## config.mk

```make
export PLATFORM = sky130hd
export DESIGN_NAME = mul_div_unit
export DESIGN_NICKNAME = d
export VERILOG_FILES = /design/src/rtl/mul_div_unit.sv
export SDC_FILE = /design/constraint.sdc
export NUM_CORES = 1
export LEC_CHECK = 0
export BUFFER_PORTS_ARGS = -buffer_cell sky130_fd_sc_hd__buf_2
export CAP_MARGIN = 5
export CORE_MARGIN = 2
export CORE_UTILIZATION = 50
export CTS_BUF_LIST = sky130_fd_sc_hd__clkbuf_4
export DETAILED_ROUTE_END_ITERATION = 10
export HOLD_SLACK_MARGIN = 0.15
export PLACE_DENSITY = 0.72
export RECOVER_POWER = 100
export SYNTH_ARGS = -nofsm -noshare
export SYNTH_HDL_FRONTEND = slang
export SYNTH_SLANG_ARGS = --single-unit
export TNS_END_PERCENT = 10
```

## constraint.sdc

```tcl
create_clock -name clk -period 11.56 [get_ports clk]
set_input_delay 0.578 -clock clk [delete_from_list [all_inputs] [get_ports clk]]
set_output_delay 0.578 -clock clk [all_outputs]
set_load 0.1 [all_outputs]
```

## src/rtl/mul_div_unit.sv

```systemverilog
// Sequential 16x16 multiply (signed Booth radix-2) / divide (unsigned restoring) unit; 18 cycles per op, 2 on divide-by-zero.
// No backpressure: start is taken only in IDLE and ignored while busy; done/wr_en pulse for exactly one cycle.
module mul_div_unit #(
  parameter int WIDTH = 16
) (
  input  logic             clk,
  input  logic             rst,
  input  logic             start,
  input  logic             op,
  input  logic [WIDTH-1:0] a_in,
  input  logic [WIDTH-1:0] b_in,
  output logic             busy,
  output logic             done,
  output logic             dbz,
  output logic [WIDTH-1:0] result_hi,
  output logic [WIDTH-1:0] result_lo,
  output logic             wr_en_hi,
  output logic             wr_en_lo
);

  localparam int CW = (WIDTH > 1) ? $clog2(WIDTH) : 1;
  localparam logic [CW-1:0] LAST_ITER = CW'(WIDTH - 1);

  typedef enum logic [1:0] {
    S_IDLE = 2'd0,
    S_RUN  = 2'd1,
    S_DONE = 2'd2
  } state_t;

  state_t r_state;
  state_t w_next_state;

  logic             r_op;
  logic [WIDTH-1:0] r_a;
  logic [WIDTH-1:0] r_b;
  logic [WIDTH:0]   r_acc_hi;
  logic [WIDTH-1:0] r_acc_lo;
  logic             r_qm1;
  logic [CW-1:0]    r_cnt;
  logic [WIDTH-1:0] r_res_hi;
  logic [WIDTH-1:0] r_res_lo;
  logic             r_dbz;

  logic             w_accept;
  logic             w_div_zero;
  logic             w_last;

  logic [WIDTH:0]   w_a_ext;
  logic [WIDTH:0]   w_booth_sum;
  logic [WIDTH:0]   w_booth_hi;
  logic [WIDTH-1:0] w_booth_lo;

  logic [WIDTH:0]   w_div_sh;
  logic [WIDTH:0]   w_div_diff;
  logic             w_div_neg;
  logic [WIDTH:0]   w_div_hi;
  logic [WIDTH-1:0] w_div_lo;

  logic [WIDTH:0]   w_iter_hi;
  logic [WIDTH-1:0] w_iter_lo;

  assign w_accept   = (r_state == S_IDLE) && start;
  assign w_div_zero = op && (b_in == '0);
  assign w_last     = (r_state == S_RUN) && (r_cnt == LAST_ITER);

  // ---------------- state register ----------------
  always_ff @(posedge clk) begin
    if (rst) begin
      r_state <= S_IDLE;
    end else begin
      r_state <= w_next_state;
    end
  end

  // ---------------- next-state logic ----------------
  always_comb begin
    w_next_state = r_state;
    case (r_state)
      S_IDLE: begin
        if (start) begin
          w_next_state = w_div_zero ? S_DONE : S_RUN;
        end
      end
      S_RUN: begin
        if (r_cnt == LAST_ITER) begin
          w_next_state = S_DONE;
        end
      end
      S_DONE:  w_next_state = S_IDLE;
      default: w_next_state = S_IDLE;
    endcase
  end

  // ---------------- output logic ----------------
  always_comb begin
    busy     = 1'b0;
    done     = 1'b0;
    wr_en_hi = 1'b0;
    wr_en_lo = 1'b0;
    case (r_state)
      S_RUN: begin
        busy = 1'b1;
      end
      S_DONE: begin
        busy     = 1'b1;
        done     = 1'b1;
        wr_en_hi = 1'b1;
        wr_en_lo = 1'b1;
      end
      default: begin
        busy = 1'b0;
      end
    endcase
  end

  assign result_hi = r_res_hi;
  assign result_lo = r_res_lo;
  assign dbz       = r_dbz;

  // Booth step: A is one bit wider than the operand so a - (-2^(W-1)) cannot overflow.
  assign w_a_ext = {r_a[WIDTH-1], r_a};

  always_comb begin
    w_booth_sum = r_acc_hi;
    case ({r_acc_lo[0], r_qm1})
      2'b01:   w_booth_sum = r_acc_hi + w_a_ext;
      2'b10:   w_booth_sum = r_acc_hi - w_a_ext;
      default: w_booth_sum = r_acc_hi;
    endcase
  end

  assign w_booth_hi = {w_booth_sum[WIDTH], w_booth_sum[WIDTH:1]};
  assign w_booth_lo = {w_booth_sum[0], r_acc_lo[WIDTH-1:1]};

  // Restoring step: R < b always holds, so the shifted remainder fits WIDTH+1 bits
  // and the top bit of the WIDTH+1-bit difference is a reliable borrow.
  assign w_div_sh   = {r_acc_hi[WIDTH-1:0], r_acc_lo[WIDTH-1]};
  assign w_div_diff = w_div_sh - {1'b0, r_b};
  assign w_div_neg  = w_div_diff[WIDTH];
  assign w_div_hi   = w_div_neg ? w_div_sh : w_div_diff;
  assign w_div_lo   = {r_acc_lo[WIDTH-2:0], ~w_div_neg};

  assign w_iter_hi = r_op ? w_div_hi : w_booth_hi;
  assign w_iter_lo = r_op ? w_div_lo : w_booth_lo;

  // ---------------- datapath ----------------
  always_ff @(posedge clk) begin
    if (rst) begin
      r_op     <= 1'b0;
      r_a      <= '0;
      r_b      <= '0;
      r_acc_hi <= '0;
      r_acc_lo <= '0;
      r_qm1    <= 1'b0;
      r_cnt    <= '0;
      r_res_hi <= '0;
      r_res_lo <= '0;
      r_dbz    <= 1'b0;
    end else if (w_accept) begin
      r_op     <= op;
      r_a      <= a_in;
      r_b      <= b_in;
      r_acc_hi <= '0;
      r_acc_lo <= op ? a_in : b_in;
      r_qm1    <= 1'b0;
      r_cnt    <= '0;
      r_dbz    <= w_div_zero;
      if (w_div_zero) begin
        r_res_hi <= a_in;
        r_res_lo <= '1;
      end
    end else if (r_state == S_RUN) begin
      r_acc_hi <= w_iter_hi;
      r_acc_lo <= w_iter_lo;
      r_qm1    <= r_acc_lo[0];
      r_cnt    <= r_cnt + 1'b1;
      if (w_last) begin
        r_res_hi <= w_iter_hi[WIDTH-1:0];
        r_res_lo <= w_iter_lo;
      end
    end
  end

endmodule

```

## Word-level counts from Yosys, hierarchy flattened

Cells that the tools add are included.

| storage, ports and cells | value |
|---|---|
| logic and storage cells | 56 |
| output and inout bits | 37 |
| register bits | 106 |

| operators by class | value |
|---|---|
| $add $sub $neg | 4 |
| bitwise logic cells | 1 |
| reductions and logical operators | 11 |
| equal/unequal tests | 8 |
| muxes and demuxes | 21 |

Operators with widths:

| operator | count |
|---|---|
| 2-to-1 mux 16 bit | 12 |
| 2-to-1 mux 17 bit | 2 |
| one-hot mux 17 bit (2 select lines) | 1 |
| adder 17 bit | 1 |
| subtractor 17 x 16 -> 17 bit | 1 |
| subtractor 17 bit | 1 |
| logical NOT 16 bit | 1 |
| 2-to-1 mux 2 bit | 3 |
| adder 4 x 1 -> 4 bit, second input constant | 1 |
| == test 2 x 1 -> 1 bit, second input constant | 2 |
| == test 2 bit, second input constant | 2 |
| == test 4 bit, second input constant | 1 |
| != test 2 bit, second input constant | 2 |
| one-hot mux 2 bit (2 select lines) | 1 |
| nonzero test 2 bit | 2 |
| OR reduction 2 bit | 2 |
| logical AND 1 bit | 3 |
| AND reduction 3 bit | 1 |
| logical NOT 2 bit | 1 |
| 2-to-1 mux 1 bit | 2 |
| != test 2 x 1 -> 1 bit, second input constant | 1 |
| AND reduction 2 bit | 1 |
| NOT 1 bit | 1 |

## Depth between registers and ports, before layout

Gate-level depths: netlist of run 1.

| depth | value |
|---|---|
| word-level depth | 6 |
| gate-level depth with buffers | 20 |
| depth with buffers taken out | 18 |

## Worst setup path before layout of run 1

Ideal clock, no wire load.

| path | value |
|---|---|
| kind | reg-to-reg |
| start | register r_b[10] |
| end | register r_res_hi[9] (netlist: result_hi[9]) |
| arrival | 3.698 ns |
| data required time | 11.493 ns |
| path slack | 7.795 ns |
| buffers on the path | 3 |
| setup time | 0.067 ns |
| stages on the path, launching flop included | 19 |
| cells stage by stage | dfxtp_1 -> inv_1 -> ha_1 -> clkbuf_1 -> and4_1 -> and3_1 -> a21oi_1 -> a21oi_1 -> or2_2 -> a21o_1 -> a21o_1 -> a21o_1 -> ha_1 -> clkbuf_1 -> buf_1 -> a31oi_1 -> o311ai_0 -> o21ai_0 -> nor2_1 |

| on the way | value |
|---|---|
| word-level cells in the longest chain between the ends | 6 |

RTL lines:

| what | RTL line | text |
|---|---|---|
| from (decl) | 35 | `logic [WIDTH-1:0] r_b;` |
| from (signal assigned) | 162 | `r_b <= b_in;` |
| subtractor 17 x 16 -> 17 bit | 138 | `assign w_div_diff = w_div_sh - {1'b0, r_b};` |
| 2-to-1 mux 17 bit | 140 | `assign w_div_hi = w_div_neg ? w_div_sh : w_div_diff;` |
| 2-to-1 mux 17 bit | 143 | `assign w_iter_hi = r_op ? w_div_hi : w_booth_hi;` |
| 2-to-1 mux 16 bit | 177 | `if (w_last) begin` |
| 2-to-1 mux 16 bit | 172 | `end else if (r_state == S_RUN) begin` |
| 2-to-1 mux 16 bit | 159 | `end else if (w_accept) begin` |
| to (signal assigned) | 169 | `r_res_hi <= a_in;` |
| to (signal assigned) | 178 | `r_res_hi <= w_iter_hi[WIDTH-1:0];` |
| to (decl) | 40 | `logic [WIDTH-1:0] r_res_hi;` |

No other way between the ends. The select of a mux whose other input is x is not followed.
A chain may end at the register's enable or synchronous reset.

## Worst setup path after layout of run 1

| path | value |
|---|---|
| start | register r_acc_hi[1] |
| end | register r_res_hi[4] (netlist: result_hi[4]) |

| on the way | value |
|---|---|
| word-level cells in the longest chain between the ends | 6 |

RTL lines:

| what | RTL line | text |
|---|---|---|
| from (decl) | 36 | `logic [WIDTH:0] r_acc_hi;` |
| from (signal assigned) | 173 | `r_acc_hi <= w_iter_hi;` |
| subtractor 17 bit, or another cell as far along | 127 | `2'b10: w_booth_sum = r_acc_hi - w_a_ext;` |
| one-hot mux 17 bit (2 select lines) or 2-to-1 mux 17 bit (tied branches) | 125, 140 |  |
| 2-to-1 mux 17 bit * | 143 |  |
| 2-to-1 mux 16 bit * | 177 |  |
| 2-to-1 mux 16 bit * | 172 |  |
| 2-to-1 mux 16 bit * | 159 |  |

Mark *: on every way between the ends. The rest lies on a longest branch, timed or not. The select of a mux whose other input is x is not followed.

==> results.txt, run 1 <==
The post-synthesis instance total is 918. The width of the die is 122.3 µm. The number of cells on the worst reg-to-reg path came out at 16. The maximum clock frequency came out at 212.8 MHz. The effective utilization at floorplan is 50.80%. In the post-synthesis netlist, the biggest area contributors are dfxtp_1 30%, a21oi_1 8.7%, ha_1 7.0%. The overall fraction of global-route tracks in use is 28.38%.

The worst setup path is captured at a register. The net switching power figure is 460.9 µW. The portion of total power attributed to sequential cells came out at 37.7%. The tree is rooted in a clkbuf_4. The remaining design rule violation count came out at 0.

The transition at the pin with the smallest max-transition slack is 2.974 ns. For this run, the register share of the synthesized area comes to 30.33%. The top cell types in the final layout, fill and taps aside, are 123 x nand2_1, 122 x a21oi_1, 121 x nor2_1. Setup repair after global routing left no endpoint under its margin. The number of synthesized flops with an enable pin is 0.

The critical path data required time came out at 11.97 ns. Synthesis inferred 106 register bits. The top flip-flop cell by instance count after synthesis is dfxtp_1.

The startpoint identified for the worst hold timing path is b_in[0]. The cell row count is 43. The total of max-cap violations came out at 2. The leakage power summed over all cells is 0.002799 µW.

The worst min-delay path endpoint is r_b[0]$_SDFFE_PP0P_. The per-cell routed wire length came out at 18.65 µm. The number of antenna violations at the first check in global routing is 0.

The maximum number of pins on one net before global-route repair came out at 85. The internal power consumption is 629.0 µW. On the final layout, the worst clock skew is 0.01286 ns. The highest net fanout along the worst path came out at 22. Along the worst hold path, the cell count comes to 3.

The hold-fix buffer count after cts came out at 0. After the first detailed-routing iteration, the DRC count stood at 726. At the worst endpoint, the arrival time is 5.11 ns. The core area is 13770 µm². The number of buffers inserted by post-CTS setup repair is 0.

The headroom to the max-slew limit is -98.23%. The number of distinct library cells after synthesis came out at 67. TritonCTS created 9 clock buffers. The clock reaches the later pin of the worst-skew pair after 0.49 ns.

The final critical-path share of the clock period came out at 40.66%. The post-route worst setup slack is 6.860 ns. The final period demand of the worst path came out at 4.700 ns.

The leftover overflow at the end of global routing is 0. The final antenna diode count is 0. The reg-to-reg critical path endpoint is result_hi[4]$_SDFFE_PP0P_. The total length of routed wires is 21060 µm. Averaged over all synthesized cells, the footprint is 7.622 µm². The largest vdd supply drop is 0.1309 mV. The checks that failed: capacitance limit, slew limit. The worst hold path belongs to the class in2reg. The number of top-level design ports came out at 73. TritonCTS built the clock tree. The count of buffers added on input and output ports is 72. Yosys printed 0 warnings. Summed over all nets, the half-perimeter wirelength after detailed placement is 15150 µm.

For this design the ratio of total power to cell area is 146.8 nW/µm². The total nets after synthesis is 995. The overall die area is 14960 µm². The part of the total power dissipated in the clock network is 17.4%. The overall die height came out at 122.3 µm. The most common library cell in the layout ignoring fill and taps is nand2_1. The number of detailed-route iterations in the first pass came out at 5. The post-layout net count is 1022. The setup path with the least slack is of type reg2reg. The final weighted congestion in routability-driven placement is 0.9470. Using the TritonRoute via totals, the vias-per-cell ratio works out to 6.094. The maximum level of the CTS H-tree came out at 3. The cell area that synthesis handed to floorplanning was 6997 µm². The final-report max-slew violation count is 114. The first-pass GRT wire length came out at 32670 µm. The number of sinks driven by the clock tree is 106. The total count of hold-check failures in the final report is 0. The number of vias in the routed layout is 6880.

The total of endpoints with negative setup slack in the final report came out at 0. The combinational power share came out at 44.9%. The async set or reset register ratio after synthesis came out at 0%.

The startpoint identified for the worst register-to-register timing path is r_acc_hi[1]$_SDFFE_PP0P_. STA classifies the critical path startpoint as a register. In this run the deepest clock path goes through 2 buffers.

The leading area contributor after synthesis is dfxtp_1. Clock-pin slew was measured on the worst setup and hold paths at 0.16 ns. Across all register-to-register paths, the minimum setup slack is 6.86 ns. The number of gates resized after CTS is 0.

The number of antenna-violating nets in the routed design is 0. The via count of the first global-routing pass came to 5995. The total negative slack for setup checks came out at 0 ns. Fill cells in the final layout number 1433. The run finished, with violations left. The worst slack at placement came out at 7.017 ns.

From synthesis to final layout, the design area changed by 6.098%. The switching part of the total power is 42.29%. The area share of the largest cell type after synthesis came out at 30.33%. The fraction of final layout cells with drive strength greater than 1 is 6.955%.
[state kept, by name, summed over array words and instances (netlist names)]
register / flops
dbz: 1
r_a: 16
r_acc_hi: 17
r_acc_lo: 16
r_b: 16
r_cnt: 4
r_op: 1
r_qm1: 1
r_state: 2
result_hi: 16
result_lo: 16
[synthesized netlist by cell type, types with 7 or more instances]
cell type	n
a211oi_1	20
a21o_1	12
a21oi_1	121
a311oi_1	26
buf_1	7
clkbuf_1	45
dfxtp_1	106
ha_1	39
inv_1	33
mux2i_1	45
nand2_1	123
nand3_1	16
nand4_1	7
nor2_1	121
nor2b_1	7
nor3_1	16
o211ai_1	8
o21a_1	8
o21ai_0	24
xnor2_1	20
xor2_1	9
[final cells by class]
| class | count | area (µm²) | area share, % |
|---|---|---|---|
| multi-input cells | 717 | 4474 | 60.27 |
| inverters | 33 | 123.9 | 1.669 |
| flip-flops and latches | 106 | 2123 | 28.60 |
| clock buffers | 9 | 67.56 | 0.9102 |
| well taps | 180 | 225.2 | 3.034 |
| repair buffers | 78 | 350.3 | 4.719 |
| clock inverters | 6 | 58.81 | 0.7922 |
[power by group through the flow]
stage / sequential (µW) / combinational (µW) / clock (µW)
global placement: 417 / 473 / 0
floorplan: 411 / 377 / 0
global route: 414 / 533 / 203
detailed placement: 418 / 475 / 0
finish: 411 / 489 / 190
CTS: 410 / 480 / 191
[cells by family (layout without fill, tap and decap cells)]
logic type	count (synthesis)	after routing	share of synthesized area, %
simple gates	333	333	21.23
compound gates	268	268	24.98
buf+inv	95	126	5.687
xor+xnor	29	29	3.630
mux	46	46	6.599
fa+ha+maj	41	41	7.547
flops	106	106	30.33
[critical path, stage by stage, from the launching register on]
cell,delay [ns]
dfxtp_1,0.49
ha_1,0.32
nor2b_1,0.17
o31a_1,0.29
a21oi_1,0.18
a21oi_1,0.13
or2_2,0.30
a21o_1,0.18
a21o_1,0.17
a21o_1,0.17
ha_1,0.75
inv_1,0.48
a211oi_1,0.28
a21oi_1,0.07
a22oi_1,0.21
nand2_1,0.08
a311oi_1,0.33
[how the worst max path moves through the flow]
stage | start | to | slack [ns] | cells after the start
after floorplan | r_b[10]$_SDFFE_PP0P_ | result_hi[9]$_SDFFE_PP0P_ | 7.80 | 18
after global placement | r_acc_hi[1]$_SDFFE_PP0P_ | result_hi[4]$_SDFFE_PP0P_ | 7.12 | 16
after detailed placement | r_acc_hi[1]$_SDFFE_PP0P_ | result_hi[14]$_SDFFE_PP0P_ | 7.02 | 15
after CTS | r_acc_hi[1]$_SDFFE_PP0P_ | result_hi[14]$_SDFFE_PP0P_ | 6.92 | 15
after global routing | r_acc_hi[1]$_SDFFE_PP0P_ | result_hi[4]$_SDFFE_PP0P_ | 6.49 | 16
final | r_acc_hi[1]$_SDFFE_PP0P_ | result_hi[4]$_SDFFE_PP0P_ | 6.86 | 16
[metrics by stage]
stage               hold slack [ns]  total power (µW)  cells  utilization [%]  instance area (µm²)
finish                       0.3553              1090   1129            53.90                 7423
global route                 0.3315              1150   1129            53.90                 7423
CTS                          0.3286              1081   1129            54.35                 7486
detailed placement           0.4470             893.1   1114            53.43                 7360
global placement             0.4431             890.3   1114            53.43                 7360
floorplan                    0.4363             787.6    918                -                 6997
[metal layers]
layer / global-route usage [%] / wire length, µm / vias up
li1: - / - / 3326
met5: 0 / 0 / -
met4: 9.052 / 563 / 0
met2: 41.49 / 9108 / 285
met1: 41.55 / 9851 / 3228
met3: 5.901 / 1537 / 41
Power figures use the tool's default switching activity.
==> inputs of run 2 (changes only) <==
Settings changed: PLACE_DENSITY 0.72 to 0.75.
Clock period 11.56 ns to 3.94 ns, I/O delays scaled along.
==> run 2 against run 1 <==
Against the previous run:
- the flow still finishes with violations (capacitance limit, slew limit)
- clock power rose to 3.1 times the previous value
- clock skew is 0.0038 ns higher
- flip-flop and latch count did not move
- first-iteration DRC count increased by 14%
- register-to-register slack lost 6.7 ns
- maximum frequency increased by 24%
- clock-buffer cell count rose by 1
- sequential power increased to 2.9 times the previous value
- final area grew 8.8%
- non-clock buffer count increased by 62
- critical endpoint is now result_hi[2]$_SDFFE_PP0P_
==> results.txt, run 2 (synthesis gave the netlist of run 1 again) <==
The critical path is of the reg2reg type. On the final layout, the worst clock skew is 0.01668 ns. The final antenna diode count came out at 0. The number of antenna-violating nets in the routed design came out at 0. The overall die height came out at 122.3 µm. The final reports fail on capacitance limit, slew limit. In this run the horizontal extent of the chip is 122.3 µm. Dividing the detail-routed via count by the number of cells gives 6.048. The final critical path takes up 96.36% of the cycle. In the layout the commonest cells are 122 x nand2_1, 120 x nor2_1, 119 x a21oi_1. At the placement stage, the worst setup path has a slack of 0.03769 ns. The core area came out at 13770 µm². The initial detailed-routing violation count came out at 831.

The run finished, with violations left. The total power density per cell area came out at 419.6 nW/µm². The number of top-level design ports is 73.

Data arrives at the worst endpoint at 4.21 ns. The maximum number of pins on one net before global-route repair came out at 85. The effective utilization at floorplan came out at 50.80%. The buffer depth of the longest clock path came out at 2.

TritonCTS built the clock tree. Summed over all layers, the global routing overflow is 0. The critical path data required time is 4.35 ns. The stage delay of the slowest cell on the critical path came out at 0.36 ns. The congestion estimate from routability-driven global placement came to 0.9105. The register bank with the most flops is r_acc_hi. The signal on the critical path passes through inv_1 > ha_1 > nor2b_1 > o31a_1 > a21oi_2 > a21oi_2 > or2_2 > a21o_1 > a21o_1 > a21o_1 > ha_4 > clkinvlp_4 > buf_12 > buf_4 > nor3_1 > a211o_1 > nand3_1 > a311oi_1. The worst setup path is captured at a register. Leaving out fill and tap cells, the most frequent cell in the layout is nand2_1. Clock latency on the worst-skew pair, taken at its later pin, is 0.50 ns. The slowest stage of the critical path is the dfxtp_1 cell. Setup repair after global routing could not meet its margin everywhere. TritonCTS created 9 clock buffers. The total of max-cap violations came out at 1. The remaining design rule violation count is 0.

The largest vdd supply drop came out at 0.3462 mV. The first detailed-routing pass took 6 iterations. The count of input and output buffers came out at 72. The maximum level of the CTS H-tree is 3. The number of sinks driven by the clock tree is 106.

The first-pass GRT wire length came out at 33710 µm. The maximum clock frequency is 263.4 MHz. The number of antenna violations at the first check in global routing came out at 0. The area growth from synthesis to layout is 15.41%.

The total count of hold-check failures in the final report was 0. Setup violations remaining at the end of the flow were counted as 0. The post-CTS clock slew at the launch and capture registers of the worst setup and hold paths is 0.17 ns.

The fraction of final layout cells with drive strength greater than 1 is 11.07%. The transition at the pin with the smallest max-transition slack came out at 1.908 ns. The post-route worst setup slack is 0.1434 ns. The final-report max-slew violation count came out at 42. The via count of the first global-routing pass came out at 6300. The final period demand of the worst path came out at 3.797 ns. The per-cell routed wire length is 18.46 µm. The leakage power summed over all cells is 0.003107 µW. The overall power came out at 3388 µW. The number of vias in the routed layout came out at 7209. Along the worst path, the maximum fanout reaches 7. In this run the clock root is driven by a clkbuf_4. The fill cell instance count of the final layout is 1314. STA classifies the critical path startpoint as a register.

The overall fraction of global-route tracks in use came out at 29.26%. The HPWL reported at the end of detailed placement came out at 15340 µm. Among the stages of the critical path, the cell type that occurs most often is a21o_1. The number of flip-flops under the largest register name is 17.

Wires add up to 22000 µm. The cell row count came out at 43. Summing all multi-input logic gate instances after layout gives 4539 µm².

The overall die area came out at 14960 µm². Measured against its own limit, the worst slew margin works out to -27.18%. The tightest min-delay check is of the in2reg type. The sequential cell area in the final layout came out at 2125 µm². The final layout contains 1084 nets.
run 2: changes by cell type in the layout (fill, tap and decap cells not counted), sizes merged:
cell | before | now
buf | 38 | 66
clkbuf | 49 | 50
clkinv | 4 | 3
dlygate4sd3 | 0 | 34
inv | 33 | 34
run 2: layout make-up:
cell class,count,share of cell area [%]
Timing Repair Buffer,140,11.39
Sequential cell,106,26.31
Tap cell,180,2.789
Clock inverter,6,0.7902
Multi-Input combinational cell,717,56.21
Inverter,33,1.580
Clock buffer,10,0.9297
run 2: routing by layer:
metal / vias up / share of wire, % / GRT usage, %
met1: 3357 / 44 / 42.40
li1: 3464 / - / -
met3: 43 / 9.4 / 6.506
met2: 345 / 44 / 42.50
met5: - / 0 / 0
met4: 0 / 2.6 / 10.34
run 2: timing repair:
action                                  CTS  global route
pin swaps                                 0             0
hold endpoints to repair                 62             0
endpoints found under the setup margin    1            25
gates cloned                              0             0
setup buffers                             0             5
hold buffers                             34             0
gates resized for setup                   1            14
run 2: critical path: cells and delay by family (launching register included):
kind | cells | cell delay [ns]
buffers and inverters | 4 | 0.44
DFF | 1 | 0.36
AOI/OAI and AO/OA | 8 | 1.56
adders and majority gates | 2 | 0.63
and+or+nand+nor | 4 | 0.75
run 2: stage by stage:
step	area (µm²)	hold WS [ns]	cells	utilization, %	TNS (ns)
after detailed placement	7537	0.4470	1137	54.72	0
after global placement	7537	0.4436	1137	54.72	0
after floorplan	6997	0.3330	918	-	0
after CTS	8021	0.1633	1187	58.24	0
after global routing	8075	0.1947	1192	58.63	-0.06732
final	8075	0.2014	1192	58.63	0
run 2: worst paths after layout:
kind	start	end	slack, ns	depth (start not counted)
min	op	r_op$_SDFFE_PP0P_	0.20	4
max	r_b[2]$_SDFFE_PP0P_	result_hi[2]$_SDFFE_PP0P_	0.14	18
max reg2reg	r_b[2]$_SDFFE_PP0P_	result_hi[2]$_SDFFE_PP0P_	0.14	18
min reg2reg	r_b[7]$_SDFFE_PP0P_	r_b[7]$_SDFFE_PP0P_	0.47	2
run 2: report_power, final:
group | total [µW] | switching (µW) | internal [µW]
sequential | 1200 | 62.8 | 1140
clock | 591 | 388 | 203
combinational | 1600 | 956 | 641
total | 3390 | 1410 | 1980
